--- src/rtl/pin_entry_collector_if.sv ---
// Keypad/controller-side bundle for the PIN entry collector.
// master drives the keypad and card signals; slave is the collector itself.
interface pin_entry_collector_if #(
  parameter int N_DIGITS = 4
);
  logic                    tarjeta_recibida;
  logic [4*N_DIGITS-1:0]   pin_ref;
  logic [3:0]              digito;
  logic                    digito_stb;
  logic                    borrar;
  logic                    reintento;
  logic [4*N_DIGITS-1:0]   pin_ingresado;
  logic                    pin_listo;
  logic                    pin_correcto;
  logic [2:0]              cuenta_digitos;
  logic                    digito_invalido;
  logic                    timeout_err;

  modport master (
    output tarjeta_recibida, pin_ref, digito, digito_stb, borrar, reintento,
    input  pin_ingresado, pin_listo, pin_correcto, cuenta_digitos,
           digito_invalido, timeout_err
  );

  modport slave (
    input  tarjeta_recibida, pin_ref, digito, digito_stb, borrar, reintento,
    output pin_ingresado, pin_listo, pin_correcto, cuenta_digitos,
           digito_invalido, timeout_err
  );
endinterface

--- src/rtl/pin_entry_collector.sv ---
// Collects N_DIGITS BCD keypad digits into a PIN word, with inter-digit timeout and clear key,
// and reports the assembled PIN plus its match against the card's PIN as a one-cycle strobe.
module pin_entry_collector #(
  parameter int N_DIGITS       = 4,
  parameter int TIMEOUT_CYCLES = 1000,
  parameter int TW             = 10
) (
  input  logic                  clk,
  input  logic                  reset,
  pin_entry_collector_if.slave  bus
);
  localparam int              W        = 4 * N_DIGITS;
  localparam logic [2:0]      LAST_IDX = 3'(N_DIGITS - 1);
  localparam logic [TW-1:0]   TMO_LAST = TW'(TIMEOUT_CYCLES - 1);

  typedef enum logic [1:0] {IDLE, COLLECT, REPORT, HOLD} state_t;

  state_t          state_q, state_d;
  logic [W-1:0]    buf_q, buf_d;
  logic [2:0]      count_q, count_d;
  logic [TW-1:0]   timer_q, timer_d;
  logic            listo_q, listo_d;
  logic            correcto_q, correcto_d;
  logic            inval_q, inval_d;
  logic            tout_q, tout_d;

  // NOTE: every variable gets a default before the case so no path leaves it unassigned,
  // which would otherwise infer a latch.
  always_comb begin
    state_d    = state_q;
    buf_d      = buf_q;
    count_d    = count_q;
    timer_d    = timer_q;
    listo_d    = 1'b0;
    correcto_d = 1'b0;
    inval_d    = 1'b0;
    tout_d     = 1'b0;

    unique case (state_q)
      IDLE: begin
        buf_d   = '0;
        count_d = '0;
        timer_d = '0;
        if (bus.tarjeta_recibida) state_d = COLLECT;
      end

      COLLECT: begin
        if (!bus.tarjeta_recibida) begin
          state_d = IDLE;
          buf_d   = '0;
          count_d = '0;
          timer_d = '0;
        end else if (bus.borrar) begin
          // Clear key wins over a digit strobed in the same cycle.
          buf_d   = '0;
          count_d = '0;
          timer_d = '0;
        end else if (bus.digito_stb) begin
          timer_d = '0;
          if (bus.digito <= 4'd9) begin
            // Shift form keeps N_DIGITS=1 legal (no negative slice bound).
            buf_d   = (buf_q << 4) | W'(bus.digito);
            count_d = count_q + 3'd1;
            if (count_q == LAST_IDX) state_d = REPORT;
          end else begin
            inval_d = 1'b1;
          end
        end else if (count_q != '0) begin
          if (timer_q == TMO_LAST) begin
            tout_d  = 1'b1;
            buf_d   = '0;
            count_d = '0;
            timer_d = '0;
          end else begin
            timer_d = timer_q + TW'(1);
          end
        end
      end

      REPORT: begin
        if (!bus.tarjeta_recibida) begin
          state_d = IDLE;
          buf_d   = '0;
          count_d = '0;
          timer_d = '0;
        end else begin
          listo_d    = 1'b1;
          correcto_d = (buf_q == bus.pin_ref);
          state_d    = HOLD;
        end
      end

      HOLD: begin
        // Keypad activity is ignored until the controller re-arms us.
        if (!bus.tarjeta_recibida) begin
          state_d = IDLE;
          buf_d   = '0;
          count_d = '0;
          timer_d = '0;
        end else if (bus.reintento) begin
          state_d = COLLECT;
          buf_d   = '0;
          count_d = '0;
          timer_d = '0;
        end
      end

      default: state_d = IDLE;
    endcase
  end

  // NOTE: sequential state uses non-blocking assignments so every register samples
  // the pre-edge values, independent of statement order.
  always_ff @(posedge clk or negedge reset) begin
    if (!reset) begin
      state_q    <= IDLE;
      buf_q      <= '0;
      count_q    <= '0;
      timer_q    <= '0;
      listo_q    <= 1'b0;
      correcto_q <= 1'b0;
      inval_q    <= 1'b0;
      tout_q     <= 1'b0;
    end else begin
      state_q    <= state_d;
      buf_q      <= buf_d;
      count_q    <= count_d;
      timer_q    <= timer_d;
      listo_q    <= listo_d;
      correcto_q <= correcto_d;
      inval_q    <= inval_d;
      tout_q     <= tout_d;
    end
  end

  assign bus.pin_ingresado   = buf_q;
  assign bus.cuenta_digitos  = count_q;
  assign bus.pin_listo       = listo_q;
  assign bus.pin_correcto    = correcto_q;
  assign bus.digito_invalido = inval_q;
  assign bus.timeout_err     = tout_q;
endmodule

--- src/flat_wrapper.sv ---
// flat-port wrapper written by rule: the top's interface ports become plain ports
module pin_entry_collector_flat 
#(
  parameter int N_DIGITS       = 4,
  parameter int TIMEOUT_CYCLES = 1000,
  parameter int TW             = 10
)
  (clk, reset, bus_tarjeta_recibida, bus_pin_ref, bus_digito, bus_digito_stb, bus_borrar, bus_reintento, bus_pin_ingresado, bus_pin_listo, bus_pin_correcto, bus_cuenta_digitos, bus_digito_invalido, bus_timeout_err);
  pin_entry_collector_if #(.N_DIGITS(N_DIGITS)) bus_i ();
  input  logic clk;
  input  logic reset;
  input wire logic [$bits(bus_i.tarjeta_recibida)-1:0] bus_tarjeta_recibida;
  input wire logic [$bits(bus_i.pin_ref)-1:0] bus_pin_ref;
  input wire logic [$bits(bus_i.digito)-1:0] bus_digito;
  input wire logic [$bits(bus_i.digito_stb)-1:0] bus_digito_stb;
  input wire logic [$bits(bus_i.borrar)-1:0] bus_borrar;
  input wire logic [$bits(bus_i.reintento)-1:0] bus_reintento;
  output wire logic [$bits(bus_i.pin_ingresado)-1:0] bus_pin_ingresado;
  output wire logic [$bits(bus_i.pin_listo)-1:0] bus_pin_listo;
  output wire logic [$bits(bus_i.pin_correcto)-1:0] bus_pin_correcto;
  output wire logic [$bits(bus_i.cuenta_digitos)-1:0] bus_cuenta_digitos;
  output wire logic [$bits(bus_i.digito_invalido)-1:0] bus_digito_invalido;
  output wire logic [$bits(bus_i.timeout_err)-1:0] bus_timeout_err;
  assign bus_i.tarjeta_recibida = bus_tarjeta_recibida;
  assign bus_i.pin_ref = bus_pin_ref;
  assign bus_i.digito = bus_digito;
  assign bus_i.digito_stb = bus_digito_stb;
  assign bus_i.borrar = bus_borrar;
  assign bus_i.reintento = bus_reintento;
  assign bus_pin_ingresado = bus_i.pin_ingresado;
  assign bus_pin_listo = bus_i.pin_listo;
  assign bus_pin_correcto = bus_i.pin_correcto;
  assign bus_cuenta_digitos = bus_i.cuenta_digitos;
  assign bus_digito_invalido = bus_i.digito_invalido;
  assign bus_timeout_err = bus_i.timeout_err;
  pin_entry_collector #(.N_DIGITS(N_DIGITS), .TIMEOUT_CYCLES(TIMEOUT_CYCLES), .TW(TW)) u_core (.clk(clk), .reset(reset), .bus(bus_i));
endmodule
--- config.mk ---
export PLATFORM = sky130hd
export DESIGN_NAME = pin_entry_collector_flat
export DESIGN_NICKNAME = d
export VERILOG_FILES = /design/src/rtl/pin_entry_collector_if.sv /design/src/rtl/pin_entry_collector.sv /design/src/flat_wrapper.sv
export SDC_FILE = /design/constraint.sdc
export NUM_CORES = 1
export LEC_CHECK = 0
export CAP_MARGIN = 25
export CORE_ASPECT_RATIO = 0.9
export CORE_MARGIN = 1.5
export CORE_UTILIZATION = 51
export DETAILED_ROUTE_END_ITERATION = 7
export PLACE_DENSITY = 0.83
export SKIP_CTS_REPAIR_TIMING = 1
export SKIP_LAST_GASP = 1
export SLEW_MARGIN = 20
export SYNTH_ARGS = -nofsm -noshare
export SYNTH_HDL_FRONTEND = slang
export SYNTH_SLANG_ARGS = --single-unit
export TNS_END_PERCENT = 1
--- constraint.sdc ---
create_clock -name clk -period 2.7 [get_ports clk]
set_input_delay 0.405 -clock clk [delete_from_list [all_inputs] [get_ports clk]]
set_output_delay 0.405 -clock clk [all_outputs]
set_load 0.05 [all_outputs]
==> results.tsv <==
stage	metric	value	unit
sta	worst_pin_slew	0.5388	ns
critical_path	r2r_start	u_core.timer_q[3]	
sta	hold_viol	0	
sta	rsz0062_at_grt	no	
floorplanning	die_w	64.80	um
global_routing	grt_pass1_wl	7.210	mm
run_status	status	finished clean	
placement	hpwl	3.110	mm
synth	synth_top_family_by_area	compound AO/OA/AOI/OAI gates	
critical_path	ff2ff_path_depth	5	
synth	async_flop_share	1.000	
synth	synth_commonest_cells	dfrtp_1, a22o_1, xor2_1, nand2_1, nor2_1	
critical_path	slowest_delay	0.59	ns
placement	io_buffers	48	
synth	syn_nets	193	
clock_network	clock_sinks	35	
floorplanning	die_y	58.62	um
synth	synth_warnings	0	
sta	layout_min_cycle_time	1.979	ns
critical_path	r2r_slack	0.79	ns
synth	synth-compound-area-share	0.1770	
clock_network	htree_levels	2	
power_and_ir_drop	p_leak	1.014	nW
run	maxCapViolCount	0	
layout	fin_nets	247	
drt	wl	4.287	mm
synth	synthDominantCellAreaShare	0.4996	
critical_path	startpoint_type	input pin	
drt	via_per_inst	5.632	
layout	stdcell_area	0.002386	mm2
global_routing	overflow	0	
synth	synthSimpleGateAreaFrac	0.1599	
sta	final.setup.tns	0	ns
critical_path	path_delay_family	compound AO/OA/AOI/OAI gates	
critical_path	crit_slowest_cell	clkdlybuf4s50_1	
min_path	hold_path_class	reg2reg	
global_routing	grt_max_degree	36	
floorplanning	start_util	0.5267	
critical_path	timing.rr.end	u_core.bus.cuenta_digitos[0]	
critical_path	end_kind	flop	
global_routing	grt_use_total	0.2569	
sta	relSlewSlack	0.6397	
min_path	min_path_cells	1	
synth	yosysMostFrequentCell	dfrtp_1	
clock_network	insertion_delay	0.29	ns
min_path	worstHoldStart	u_core.state_q[0]	
drt	drt_iter0_markers	94	
synth	synth_fa_ha_area_frac	0.02855	
drt	vias	1470	
clock_network	cts_tree	built	
floorplanning	fp-row-count	20	
floorplanning	boundaryPins	49	
drt	remaining_drc_errors	0	
critical_path	cp.arrival	2.21	ns
sta	clock_skew	0.008783	ns
power_and_ir_drop	peakVddDrop	0.4612	mV
synth	synth-xor-area-share	0.09993	
synth	syn_inst	163	
placement	gp_congestion	0.9086	
critical_path	path_max_fanout	18	
clock_network	clk_pin_slew	0.07	ns
synth	yosys.area.top_type	dfrtp_1	
synth	synth_ff_type	dfrtp_1	
sta	finalSetupViolCount	0	
layout	layout-drive-gt1-share	0.06452	
placement	placed_area	0.002283	mm2
sta	layout_worst_path_cycle_share	0.7331	
sta	slew_violations	0	
floorplanning	die-area	0.003799	mm2
synth	syn_area	0.001753	mm2
critical_path	critPathKind	in2reg	
sta	fmax	505.2	MHz
power_and_ir_drop	p_per_area	453.6	mW/mm2
synth	synthMuxAreaShare	0.006424	
clock_network	clk_path_buf_depth	2	
drt	dr.pass1.iters	4	
synth	synth_area_leaders	dfrtp_1, a22o_1, xor2_1	
layout	diodes	0	
global_routing	grt_pass1_vias	1499	
drt	final_antenna_net_count	0	
clock_network	cts_buffers	5	
critical_path	crit_buf_inv	1	
synth	synth-edff-count	0	
drt	wire_per_inst	16.43	um
clock_network	cts_root_buffer	clkbuf_8	
global_routing	antenna_found_initial	0	
critical_path	crit_chain	clkdlybuf4s50_1 -> nand3_1 -> a311o_4 -> o21ai_4 -> mux2_2	
critical_path	cp_data_required_time	2.93	ns
synth	ys_seq_area_frac	0.4996	
synth	yosys.cell_types.count	35	
critical_path	worstSetupStartpoint	bus_tarjeta_recibida	
sta	whs	0.4891	ns
floorplanning	core_area	0.003328	mm2
synth	yosys_register_bits	35	
critical_path	cp_num_cells	5	
layout	area_growth	36.12	%
critical_path	crit_end	u_core.bus.cuenta_digitos[0]	
synth	avgSynthCellArea	10.75	um2
==> worst min-delay path by stage <==
stage | to | slack (ns)
3_5_place_dp | u_core.bus.pin_listo | 0.49
4_1_cts | u_core.bus.pin_listo | 0.50
3_3_place_gp | u_core.bus.pin_listo | 0.47
2_1_floorplan | u_core.bus.cuenta_digitos[0] | 0.11
6_report | u_core.bus.pin_listo | 0.49
5_1_grt | u_core.bus.pin_listo | 0.52
==> final cells by class <==
type                    instances  area [um2]
fillers                       242       942.2
flip-flops and latches         35       875.8
multi-input cells             117       827.0
repair buffers                 50       495.5
clock buffers                   6       72.57
well taps                      44       55.05
clock inverters                 1       30.03
inverters                       8       30.03
==> placed cells by master, fill, tap and decap left out, drive strengths merged <==
cell type,instances
a21oi,6
a22o,17
a22oi,1
a311o,1
and2,1
and2b,1
and3,1
buf,2
bufinv,1
clkbuf,6
clkdlybuf4s50,48
dfrtp,35
ha,4
inv,8
mux2,1
nand2,11
nand2b,4
nand3,8
nand4,6
nor2,11
nor2b,2
nor3,3
nor4,3
o211ai,4
o21ai,6
o22ai,2
o31ai,1
o32ai,1
or3,1
or3b,1
xnor2,8
xor2,12
==> per-stage QoR <==
stage / worst slack (ns) / total power [W] / util / cells
global route: 0.6184 / 0.001123 / 0.7169 / 261
CTS: 0.7235 / 0.001088 / 0.7169 / 261
global placement: 0.5490 / 0.0006361 / 0.6861 / 254
finish: 0.7206 / 0.001082 / 0.7169 / 261
detailed placement: 0.4517 / 0.0006411 / 0.6861 / 254
floorplan: 0.7228 / 0.0005784 / - / 163
==> metal layers <==
metal / vias up / track usage / part of all wire
met4: 0 / 0.1125 / 0.022
met2: 49 / 0.4138 / 0.49
met1: 714 / 0.3401 / 0.44
met5: - / 0 / 0
li1: 696 / - / -
met3: 11 / 0.05354 / 0.045
==> state kept, by name, summed over array words and instances, names as in the netlist <==
signal	cells
u_core.bus.cuenta_digitos	3
u_core.bus.digito_invalido	1
u_core.bus.pin_listo	1
u_core.bus.timeout_err	1
u_core.bus.pin_ingresado	16
u_core.timer_q	10
u_core.state_q	2
u_core.bus.pin_correcto	1
==> kinds of logic after synthesis <==
family,Yosys count
fa+ha+maj,4
mux,1
buf+inv,11
simple gates,53
flops,35
compound gates,39
xor+xnor,20
==> power breakdown <==
group          switching, W  total, W  internal [W]
Combinational     0.0000502  0.000101     0.0000508
Clock              0.000180  0.000451      0.000270
Sequential       0.00000332  0.000531      0.000527
Total              0.000234   0.00108      0.000849
No activity file was read; power rests on OpenSTA's default activity.
